$ cat config.mk
export PLATFORM = sky130hd
export DESIGN_NAME = pulse_burst_gen
export DESIGN_NICKNAME = d
export VERILOG_FILES = /design/src/rtl/pulse_burst_pkg.sv /design/src/rtl/phase_timer.sv /design/src/rtl/pulse_burst_gen.sv
export SDC_FILE = /design/constraint.sdc
export NUM_CORES = 1
export LEC_CHECK = 0
export ABC_CLOCK_PERIOD_IN_PS = 3250
export CORE_ASPECT_RATIO = 1.5
export CORE_MARGIN = 3
export CORE_UTILIZATION = 48
export CTS_CLUSTER_DIAMETER = 30
export DETAILED_ROUTE_END_ITERATION = 10
export PLACE_DENSITY = 0.77
export SETUP_SLACK_MARGIN = 0.15
export SLEW_MARGIN = 10
export SYNTH_ARGS = -nofsm -noshare
export SYNTH_HDL_FRONTEND = slang
export SYNTH_HIERARCHICAL = 1
export SYNTH_SLANG_ARGS = --single-unit
$ cat constraint.sdc
create_clock -name clk -period 3.25 [get_ports clk]
set_input_delay 0.975 -clock clk [delete_from_list [all_inputs] [get_ports clk]]
set_output_delay 0.975 -clock clk [all_outputs]
set_load 0.005 [all_outputs]
$ cat src/rtl/pulse_burst_pkg.sv
// pulse_burst_pkg: shared state encoding and default sizing for the pulse burst generator.
package pulse_burst_pkg;
  typedef enum logic [1:0] {IDLE, HIGH, LOW, DONE} state_t;
  localparam int DEF_WIDTH = 8;
  localparam int DEF_HIGH_CYC = 4;
  localparam int DEF_LOW_CYC = 4;
  function automatic int max2(input int a, input int b);
    return a > b ? a : b;
  endfunction
endpackage

$ cat src/rtl/phase_timer.sv
// phase_timer: loadable down-counter; expired flags the last cycle of a phase.
module phase_timer #(
  parameter int W = 3
) (
  input  logic         clk,
  input  logic         reset,
  input  logic         load,
  input  logic [W-1:0] load_val,
  output logic         expired
);
  logic [W-1:0] count;
  always_ff @(posedge clk or posedge reset)
    if (reset) count <= '0;
    else count <= load ? load_val : count - W'(count != '0);
  assign expired = count == W'(1);
endmodule

$ cat src/rtl/pulse_burst_gen.sv
// pulse_burst_gen: emits n fixed-width pulses with start/busy/done handshake.
// Optional abort input enabled by defining PULSE_BURST_ABORT_EN.
module pulse_burst_gen
  import pulse_burst_pkg::*;
#(
  parameter int WIDTH = DEF_WIDTH,
  parameter int HIGH_CYC = DEF_HIGH_CYC,
  parameter int LOW_CYC = DEF_LOW_CYC
) (
  input  logic             clk,
  input  logic             reset,
  input  logic             start,
`ifdef PULSE_BURST_ABORT_EN
  input  logic             abort,
`endif
  input  logic [WIDTH-1:0] n,
  output logic             pulse_out,
  output logic             busy,
  output logic             done,
  output logic [WIDTH-1:0] remaining
);
  localparam int TW = $clog2(max2(HIGH_CYC, LOW_CYC) + 1);
  state_t state, state_n;
  logic expired, ab, load;
  logic [TW-1:0] load_val;
`ifdef PULSE_BURST_ABORT_EN
  assign ab = abort;
`else
  assign ab = 1'b0;
`endif
  always_comb begin
    state_n = state;
    case (state)
      IDLE: state_n = start ? (n != '0 ? HIGH : DONE) : IDLE;
      HIGH: state_n = ab ? DONE : !expired ? HIGH : (remaining == WIDTH'(1) ? DONE : LOW);
      LOW:  state_n = ab ? DONE : expired ? HIGH : LOW;
      default: state_n = IDLE;
    endcase
  end
  assign load = (state_n == HIGH || state_n == LOW) && state_n != state;
  assign load_val = state_n == HIGH ? TW'(HIGH_CYC) : TW'(LOW_CYC);
  phase_timer #(.W(TW)) u_timer (
    .clk(clk),
    .reset(reset),
    .load(load),
    .load_val(load_val),
    .expired(expired)
  );
  always_ff @(posedge clk or posedge reset)
    if (reset) begin
      state <= IDLE;
      pulse_out <= 1'b0;
      busy <= 1'b0;
      done <= 1'b0;
      remaining <= '0;
    end else begin
      state <= state_n;
      pulse_out <= state_n == HIGH;
      busy <= state_n != IDLE;
      done <= state_n == DONE;
      if (state == IDLE && start) remaining <= n;
      else if (state == HIGH && expired && !ab) remaining <= remaining - WIDTH'(1);
    end
endmodule
==> metrics.cfg, run 1 <==
[global_route]
grt_pass1_vias=829
grt_max_degree=14
grt_pass1_wl_um=3460
grt-ovfl-total=0
grt_usage=0.182
antenna_found_initial=0

[pwr]
irDropWorstVdd_mv=0.667
swShare=0.395
p_comb_frac=0.527
p_leak_nw=0.546
power_density_nw_per_um2=952
pwr-share-clk=0.115
p_total_mw=1.16
switchingPower_mw=0.460
intPower_mw=0.703
seq_power_share=0.358

[clock_network]
clkTransAtPathRegs_ns=0.10
htree_levels=1
clkLatencyLatePin_ns=0.29
clockRootBuffer=clkbuf_4
hold_buffers=0
cts_tree=done
cts_resized=0
numCtsBuffers=3
clkSinkCount=16
cts_max_path_buffers=2
cts_setup_buffers=0

[placement]
pre_cts_ws_ns=0.307
dp_cells=140
dp.final_hpwl_um=1650
place_congestion=0.842
place_area_sq_um=1190
port_buffers=21

[setup_path]
critPathLaunchType=primary input
arrival_ns=2.81
endpoint_kind=register
rr_startpoint=remaining[2]
required_ns=3.43
crit_fanout=5
critPathKind=in2reg
r2r_cells=9
r2r_slack_ns=0.85
r2r_end=u_timer/count[2]

[sta]
hold_violations=0
finClkSkew_ns=0.00476
max_freq_mhz=380
tightest_slew_ns=0.597
final.setup.tns_ns=0
finalSetupViolations=0
rsz0062_at_grt=false
finalCritPeriodShare=0.810
fin_ws_ns=0.617
finalCriticalPeriod_ns=2.63
relSlewSlack=0.599
drv_slew=0
holdWs_ns=0.608

[hold_path]
hold_class=reg2reg
whs_path_depth=2
holdPathEnd=remaining[4]
hold_start=remaining[4]

[outcome]
status=finished clean

[drt]
ant_nets=0
drc_errors=0
first_iter_violations=11
wirelength_um=2050
vias_per_cell=5.51
dr_total_vias=794
first_pass_iters=2
post_drt_wl_per_cell_um=14.2

[floorplanning]
coreArea_sq_um=1850
rows=19
pin_count=22
start_util=0.514
fp.dieH_um=60.6
die_area_sq_um=2570
die_w_um=42.4

[synthesis]
synth_edf_count=0
synth_seq_area_share=0.420
synth_mux_area_frac=0.0105
synthXorXnorAreaFrac=0.0184
synth-async-reset-ratio=1.00
synth_area_sq_um=953
syn_area_per_cell_sq_um=9.83
synthAdderAreaFrac=0.0919
synth-simple-area-share=0.235
postSynthCellCount=97
ys_types=32
yosys_warnings=6
synth-seq-cells=16
synth-compound-area-share=0.157
synth_top_family_by_area=simple AND/OR/NAND/NOR gates
synth_flop_cell=dfrtp_1

[layout]
fillCellCount=165
area_growth_pct=28.2
finalInstanceArea_sq_um=1220
n_antenna_cell=0
utilization=0.659
nets=142
final_cells=144
final_layout_size_suffix_gt1_frac=0.0976

[flow_run]
drv_cap=0

[worst max path at each step]
stage	startpoint	end	slack, ns	depth (start not counted)
floorplan	start	u_timer/count[0]	0.71	6
global route	n[5]	u_timer/count[0]	0.45	8
finish	n[5]	u_timer/count[2]	0.62	9
CTS	n[5]	u_timer/count[2]	0.60	9
global placement	n[5]	u_timer/count[1]	0.41	8
detailed placement	n[5]	u_timer/count[2]	0.31	9
[metal layers]
metal / global-route usage / part of all wire
met3: 0.0237 / 0.034
met5: 0 / 0
met2: 0.364 / 0.56
met4: 0.116 / 0.027
met1: 0.170 / 0.38
[power by group through the flow]
stage               registers, mW  logic, mW  clock network [mW]
global route                0.435      0.696               0.142
global placement            0.420      0.602                   0
finish                      0.417      0.613               0.133
CTS                         0.417      0.623               0.137
detailed placement          0.422      0.619                   0
floorplan                   0.386      0.414                   0
[layout by cell type, fill, tap and decap left out, types with 2 or more instances in the layout]
master	count
clkdlybuf4s50_1	21
dfrtp_1	16
inv_1	9
nor2_1	8
nand2_1	8
ha_1	7
nand3_1	5
a21oi_1	5
o21ai_0	5
a221o_1	4
nor3_1	3
nor4_1	3
clkbuf_4	3
conb_1	3
xnor2_1	2
buf_4	2
[cell type report]
cell class	instances	area, sq um	share of cell area
multi-input cells	71	500	0.409
flip-flops and latches	16	400	0.328
repair buffers	23	225	0.184
clock buffers	4	36.3	0.0297
inverters	9	33.8	0.0276
well taps	21	26.3	0.0215
[flip-flops by register name (all words and copies together) (netlist names)]
register,count
remaining,8
u_timer/count,3
state,2
busy,1
done,1
pulse_out,1
[kinds of logic after synthesis]
| family | after synthesis |
|---|---|
| flops | 16 |
| compound gates | 21 |
| simple gates | 37 |
| mux | 1 |
| buf+inv | 11 |
| xor+xnor | 2 |
| other cells | 2 |
| fa+ha+maj | 7 |
[critical path, stage by stage]
cell and delay (ns):
clkdlybuf4s50_1 0.44, nor4_1 0.33, nand3_1 0.11, a22o_1 0.25
ha_1 0.27, nor3b_1 0.13, buf_4 0.16, nand2_1 0.06
o21ai_0 0.07
[cells in the mapped netlist, types with 2 or more instances]
cell type   n  area share
a21oi_1     5       0.026
a221o_1     4       0.042
buf_6       2       0.024
conb_1      2      0.0079
dfrtp_1    16        0.42
ha_1        7       0.092
inv_1       9       0.035
nand2_1     8       0.031
nand3_1     5       0.026
nor2_1      8       0.031
nor3_1      3       0.016
nor4_1      3       0.020
o21ai_0     5       0.026
xnor2_1     2       0.018
Power figures use the tool's default switching activity.
==> run 2: changes to the inputs <==
--- a/config.mk
+++ b/config.mk
@@ -5,7 +5,7 @@
 export SDC_FILE = /design/constraint.sdc
 export NUM_CORES = 1
 export LEC_CHECK = 0
-export ABC_CLOCK_PERIOD_IN_PS = 3250
+export ABC_CLOCK_PERIOD_IN_PS = 2700
 export CORE_ASPECT_RATIO = 1.5
 export CORE_MARGIN = 3
 export CORE_UTILIZATION = 48
==> constraint.sdc (replaced) <==
create_clock -name clk -period 2.7 [get_ports clk]
set_input_delay 0.81 -clock clk [delete_from_list [all_inputs] [get_ports clk]]
set_output_delay 0.81 -clock clk [all_outputs]
set_load 0.005 [all_outputs]
==> run 2 against run 1 <==
  * Register-to-register slack worse by 0.56 ns
  * Sequential share of layout area fell by 0.52 points
  * Sequential cell count unchanged
  * Largest power group unchanged
==> metrics.cfg, run 2 (same netlist as run 1, synthesis figures left out) <==
[global_route]
grt_pass1_vias=827
grt_usage=0.191
antenna_found_initial=0
grt_pass1_wl_um=3600
grt-ovfl-total=0
grt_max_degree=14

[layout]
area_growth_pct=30.7
utilization=0.672
regMostFlops=remaining
reg_top3=remaining x8, u_timer/count x3, state x2
finalInstanceArea_sq_um=1250
nets=145
final_layout_size_suffix_gt1_frac=0.127
largest_reg_flops=8
final_common_cell=clkdlybuf4s50_1
layout_common_cells=clkdlybuf4s50_1, dfrtp_1, inv_1
n_antenna_cell=0

[drt]
drc_errors=0
first_iter_violations=19
post_drt_wl_per_cell_um=14.8
dr_total_vias=834
ant_nets=0
first_pass_iters=4
wirelength_um=2180
vias_per_cell=5.67

[clock_network]
cts_max_path_buffers=2
clkTransAtPathRegs_ns=0.10
numCtsBuffers=3
cts_setup_buffers=0
clkSinkCount=16
clockRootBuffer=clkbuf_4
clkLatencyLatePin_ns=0.30
htree_levels=1
cts_tree=done

[floorplanning]
rows=19
start_util=0.514
coreArea_sq_um=1850
die_w_um=42.4
pin_count=22
die_area_sq_um=2570
fp.dieH_um=60.6

[placement]
port_buffers=21
dp.final_hpwl_um=1720
place_area_sq_um=1210
place_congestion=0.854

[setup_path]
critPathLaunchType=primary input
arrival_ns=2.67
critPathKind=in2reg
crit_fanout=5
endpoint_kind=register
required_ns=2.92

[sta]
finalSetupViolations=0
rsz0062_at_grt=false
relSlewSlack=0.648
tightest_slew_ns=0.528
finalCritPeriodShare=0.907
hold_violations=0
finClkSkew_ns=0.000609
drv_slew=0
finalCriticalPeriod_ns=2.45
final.setup.tns_ns=0
max_freq_mhz=408

[pwr]
power_density_nw_per_um2=1160
p_leak_nw=0.560
seq_power_share=0.350
swShare=0.396
irDropWorstVdd_mv=0.698
intPower_mw=0.876
p_comb_frac=0.536
pwr-share-clk=0.114
switchingPower_mw=0.574

[outcome]
status=finished clean

[hold_path]
hold_class=reg2reg

[flow_run]
drv_cap=0

run 2: power by group through the flow:
stage / Combinational, mW / Sequential (mW) / Clock (mW)
detailed placement: 0.780 / 0.511 / 0
CTS: 0.784 / 0.505 / 0.169
global route: 0.862 / 0.528 / 0.178
finish: 0.777 / 0.507 / 0.165
floorplan: 0.498 / 0.465 / 0
global placement: 0.750 / 0.504 / 0
run 2: repair_timing:
item | CTS | global route
hold buffers | 0 | 0
setup endpoints to repair | 0 | 1
gates resized for setup | 0 | 1
run 2: final cells by class:
| class | instances | area [sq um] |
|---|---|---|
| fill | 159 | 608 |
| clock buffer | 4 | 36.3 |
| timing repair buffer | 26 | 248 |
| tap | 21 | 26.3 |
| multi-input combinational | 71 | 500 |
| inverter | 9 | 33.8 |
| sequential | 16 | 402 |
run 2: path summary, 6_finish.rpt:
check	startpoint	to	slack (ns)	depth (start not counted)
max	n[5]	u_timer/count[2]	0.25	8
min reg2reg	remaining[4]	remaining[4]	0.60	2
min in group asynchronous	reset	u_timer/count[1]	0.69	2
max in group asynchronous	reset	remaining[2]	1.46	2
min	remaining[4]	remaining[4]	0.60	2
max reg2reg	remaining[2]	u_timer/count[2]	0.29	8
run 2: metrics by stage:
step | hold slack, ns | setup slack (ns) | power (mW) | std cells
2_1_floorplan | 0.556 | 0.325 | 0.962 | 98
3_3_place_gp | 0.578 | 0.0352 | 1.25 | 143
3_5_place_dp | 0.584 | -0.0536 | 1.29 | 143
4_1_cts | 0.601 | 0.249 | 1.46 | 147
5_1_grt | 0.626 | 0.163 | 1.57 | 147
6_report | 0.598 | 0.252 | 1.45 | 147
run 2: routing by layer:
metal / global-route usage / part of all wire / vias to the layer above
met3: 0.0297 / 0.063 / 15
met1: 0.195 / 0.37 / 376
li1: - / - / 404
met4: 0.182 / 0.064 / 0
met2: 0.331 / 0.50 / 39
met5: 0 / 0 / -
run 2: worst max-delay path, stage by stage:
cell and delay (ns):
clkdlybuf4s50_1 0.43, nor4_1 0.33, nand3_1 0.12, a22o_1 0.24, ha_1 0.29, nor3b_1 0.14, buf_4 0.16, o21ai_0 0.16
==> run 3: changes to the inputs <==
--- a/config.mk
+++ b/config.mk
@@ -5,13 +5,12 @@
 export SDC_FILE = /design/constraint.sdc
 export NUM_CORES = 1
 export LEC_CHECK = 0
-export ABC_CLOCK_PERIOD_IN_PS = 2700
-export CORE_ASPECT_RATIO = 1.5
+export ABC_CLOCK_PERIOD_IN_PS = 2900
 export CORE_MARGIN = 3
-export CORE_UTILIZATION = 48
+export CORE_UTILIZATION = 52
 export CTS_CLUSTER_DIAMETER = 30
 export DETAILED_ROUTE_END_ITERATION = 10
-export PLACE_DENSITY = 0.77
+export PLACE_DENSITY = 0.83
 export SETUP_SLACK_MARGIN = 0.15
 export SLEW_MARGIN = 10
 export SYNTH_ARGS = -nofsm -noshare
==> constraint.sdc (replaced) <==
create_clock -name clk -period 2.9 [get_ports clk]
set_input_delay 0.87 -clock clk [delete_from_list [all_inputs] [get_ports clk]]
set_output_delay 0.87 -clock clk [all_outputs]
set_load 0.005 [all_outputs]
==> run 3 against run 2 <==
  * Final cell count unchanged
  * Design area down 1.6%
  * Clock skew rose by 0.0028 ns
  * Non-clock buffer count decreased by 3
  * Sequential cell count unchanged
  * Global-route usage grew 1.3 points
  * First-iteration DRC count increased by 74%
  * Critical path type unchanged
==> metrics.cfg, run 3 (same netlist as run 1, synthesis figures left out) <==
[sta]
finalCritPeriodShare=0.901
finalCriticalPeriod_ns=2.61
finalSetupViolations=0
hold_violations=0
max_freq_mhz=383
final.setup.tns_ns=0
holdWs_ns=0.625
tightest_slew_ns=0.593
rsz0062_at_grt=false
relSlewSlack=0.601
finClkSkew_ns=0.00337
drv_slew=0

[hold_path]
whs_path_depth=2
hold_start=remaining[4]
hold_class=reg2reg
holdPathEnd=remaining[4]

[clock_network]
cts_tree=done
clockRootBuffer=clkbuf_4
hold_buffers=0
cts_setup_buffers=0
cts_max_path_buffers=2
htree_levels=1
clkTransAtPathRegs_ns=0.09
numCtsBuffers=3
cts_resized=0
clkLatencyLatePin_ns=0.29
clkSinkCount=16

[setup_path]
crit_fanout=5
endpoint_kind=register
r2r_slack_ns=0.46
r2r_end=u_timer/count[2]
cp-startpoint=n[6]
required_ns=3.07
arrival_ns=2.79
critPathLaunchType=primary input
critPathKind=in2reg
r2r_cells=8
rr_startpoint=remaining[2]

[layout]
area_growth_pct=28.6
final_common_cell=clkdlybuf4s50_1
n_antenna_cell=0
largest_reg_flops=8
nets=142
reg_top3=remaining x8, u_timer/count x3, state x2
final_layout_size_suffix_gt1_frac=0.0976
layout_common_cells=clkdlybuf4s50_1, dfrtp_1, inv_1
regMostFlops=remaining

[outcome]
status=finished clean

[pwr]
irDropWorstVdd_mv=0.677
p_leak_nw=0.546
power_density_nw_per_um2=1080

[global_route]
grt-ovfl-total=0
grt_max_degree=14
grt_pass1_vias=816
grt_pass1_wl_um=3780
antenna_found_initial=0
grt_usage=0.204

[floorplanning]
start_util=0.592
rows=14
die_w_um=48.8
coreArea_sq_um=1610
fp.dieH_um=48.8
pin_count=22
die_area_sq_um=2380

[drt]
post_drt_wl_per_cell_um=14.8
vias_per_cell=5.65
dr_total_vias=831
drc_errors=0
ant_nets=0
first_iter_violations=33
wirelength_um=2170
first_pass_iters=4

[placement]
dp.final_hpwl_um=1640
port_buffers=21
place_congestion=0.806

[flow_run]
drv_cap=0

-- run 3: cell types whose count changed in the layout (fill, tap and decap cells not counted), sizes merged --
cell,before,now
buf,5,2
-- run 3: worst max-delay path by stage --
stage | slack [ns] | end | depth (start not counted)
2_1_floorplan | 0.47 | u_timer/count[0] | 6
3_3_place_gp | 0.14 | u_timer/count[2] | 8
3_5_place_dp | 0.04 | u_timer/count[2] | 8
4_1_cts | 0.30 | u_timer/count[2] | 8
5_1_grt | 0.20 | u_timer/count[2] | 8
6_report | 0.29 | u_timer/count[2] | 8
-- run 3: area by class of cell --
| type | count | area (sq um) |
|---|---|---|
| Clock buffer | 4 | 36.3 |
| Tap cell | 24 | 30.0 |
| Multi-Input combinational cell | 71 | 500 |
| Sequential cell | 16 | 400 |
| Timing Repair Buffer | 23 | 225 |
| Fill cell | 122 | 385 |
| Inverter | 9 | 33.8 |
-- run 3: per-layer routing --
metal	wire [um]	track usage
met1	959	0.282
met5	0	0
met4	49	0.0948
met2	999	0.310
met3	161	0.0367
-- run 3: critical path, cell delays in order --
cell	delay, ns
clkdlybuf4s50_1	0.43
nor4_1	0.37
nand3_1	0.12
a22o_1	0.24
ha_1	0.27
nor3b_1	0.21
buf_4	0.18
o21ai_0	0.10
-- run 3: power breakdown --
part	internal, mW	switching, mW	total, mW
combinational	0.376	0.318	0.694
clock	0.0766	0.0738	0.150
sequential	0.335	0.144	0.479
total	0.788	0.536	1.32
-- run 3: through the flow --
step                instances  total power, mW  worst slack, ns   util  cell area [sq um]
global placement          143             1.14            0.135  0.738               1190
global route              147             1.43            0.204  0.761               1230
finish                    147             1.32            0.287  0.761               1230
detailed placement        143             1.17           0.0428  0.738               1190
CTS                       147             1.32            0.298  0.761               1230
floorplan                  98            0.896            0.465      -                957
==> patch, RTL diff (settings of run 2) <==
The option `PULSE_BURST_ABORT_EN` is turned on by a define.
--- a/src/rtl/pulse_burst_gen.sv
+++ b/src/rtl/pulse_burst_gen.sv
@@ -1,5 +1,7 @@
 // pulse_burst_gen: emits n fixed-width pulses with start/busy/done handshake.
 // Optional abort input enabled by defining PULSE_BURST_ABORT_EN.
+`define PULSE_BURST_ABORT_EN
+
 module pulse_burst_gen
   import pulse_burst_pkg::*;
 #(
Ports: changed (added abort); port bits go from 22 to 23. No check against the original RTL was run, so the function may have changed too.
==> patch against run 2 <==
  * Synthesized area is 3.4% higher
  * Wire length rose by 5.7%
  * First-iteration DRC count rose by 11%
  * Power decreased by 3.7%
  * Cell area is 6.7% higher
  * Critical path type unchanged
  * Register-to-register slack gained 0.16 ns
  * Setup slack worse by 0.035 ns
  * Worst hold slack worse by 0.028 ns
  * Clock skew increased by 0.0047 ns
  * Sequential cell count unchanged
==> patch: results (changes against run 2) <==
- Data arrival time of the critical path: 2.67 ns (about the same)
- Met3 Use GR: 0.0234 (-0.00628)
- The worst voltage drop across the vdd grid is 0.000576 V (-18%).
- The highest fanout seen on the critical path is 5 (unchanged).
- Routability congestion estimate: 0.868 (+1.7%)
- The global routing usage on met1 was 0.179 (-0.0161).
* Part of the Yosys area used for sequential elements: 0.406 (-0.0139)
* Multiplexer area fraction after synthesis: 0.0102 (-0.000346)
- The worst hold margin was 0.570 ns (-0.0279 ns).
- The post-synthesis compound-gate area fraction is 0.183 (+0.0253).
* Xor-xnor portion of the synthesized cell area: 0.00888 (-0.00949)
- Hold Crit Depth: 1 (-1)
- The depth of the worst register-to-register path was 9 (+1).
* Dominant delay contributor by cell family on the critical path: simple AND/OR/NAND/NOR gates
- The flow ran to the end, and the final reports show no timing, DRC or antenna violations.
- The via count normalized by instance count came to 5.62 (-0.92%).
- The number of instances resized during post-cts repair is 2 (+2).
- The detailed route wirelength on metal3 was 111 microns (-20%).
- The final HPWL from detailed placement came to 1.83 mm (+6.0%).
- Clock-pin slew reported for the worst setup and hold paths after clock tree synthesis: 0.10 ns (about the same)
- Post-layout net count: 160 (+10%)
- All-layer global routing usage: 0.189 (-0.00214)
* Detail-routed net length per standard cell: 14.3 microns (-3.5%)
- Via count: 905 (+8.5%)
- The adder and majority gate portion of the synthesized area was 0.0888 (-0.00303).
- The cell count after synthesis came to 108 (+11%).
- The number of global-route vias before repair came to 879 (+6.3%).
- The fill cell instance count of the final layout was 153 (-3.8%).
* Most used standard cells in the synthesized netlist: sky130_fd_sc_hd__dfrtp_1, sky130_fd_sc_hd__nand2_1, sky130_fd_sc_hd__o21ai_0
- Maximum number of pins on one net before global-route repair: 14 (unchanged)
- The setup clock skew after layout is 0.00528 ns (+0.00468 ns).
- Antenna violations before repair: 0 (unchanged)
- The pin slew with the least headroom to its limit is 0.555 ns (+0.0270 ns).
- The number of iterations in the first detailed-routing pass came to 4 (unchanged).
* Met2 track utilization from global routing: 0.371 (+0.0401)
- By area the synthesized netlist is led by sky130_fd_sc_hd__dfrtp_1, sky130_fd_sc_hd__ha_1, sky130_fd_sc_hd__o21ai_0.
- Layout cells sized above 1: 0.150 (+0.0230)
- Routed length on met2: 1.26 mm (+15%)
- The number of DRC markers in iteration 0 is 21 (+2).
* Critical path's largest stage delay: 0.44 ns
- Among all stages on the critical path, the largest delay is contributed by sky130_fd_sc_hd__clkdlybuf4s50_1.
- The routed metal-1 wirelength was 853 microns (+6.1%).
* IO buf count: 22 (+4.8%)
- The switching power was 551 uW (-4.0%).
- The combinational power is 748 uW (-3.7%).
- The total of warnings raised by yosys is 6 (unchanged).
* Register-to-Register Setup Slack: 0.45 ns (+0.16 ns)
- Leakage power: 0.000616 uW (+10%)
- The count of distinct cell types in the synthesized netlist was 33 (+3.1%).
- The global-route wire length before repair is 3.65 mm (+1.4%).
==> patch: final timing paths <==
kind / start / to
setup / recovery: n[0] / u_timer/count[2]
hold / removal: remaining[7] / remaining[7]
setup reg to reg: u_timer/count[1] / u_timer/count[2]
hold reg to reg: remaining[7] / remaining[7]
max in group asynchronous: reset / remaining[4]
min in group asynchronous: reset / u_timer/count[1]
==> patch: metrics by stage <==
stage / total power, uW / instance area [sq um] / setup slack [ns]
3_3_place_gp: 1210 / 1270 / -0.129
5_1_grt: 1520 / 1330 / 0.162
2_1_floorplan: 919 / 990 / 0.386
3_5_place_dp: 1240 / 1270 / -0.204
6_report: 1400 / 1330 / 0.217
4_1_cts: 1400 / 1310 / 0.178
==> patch: area by class of cell <==
cell class | instances | area [sq um] | share of cell area
multi-input combinational | 79 | 537 | 0.404
sequential | 16 | 400 | 0.301
timing repair buffer | 30 | 289 | 0.217
inverter | 11 | 41.3 | 0.0310
clock buffer | 4 | 36.3 | 0.0273
tap | 21 | 26.3 | 0.0198
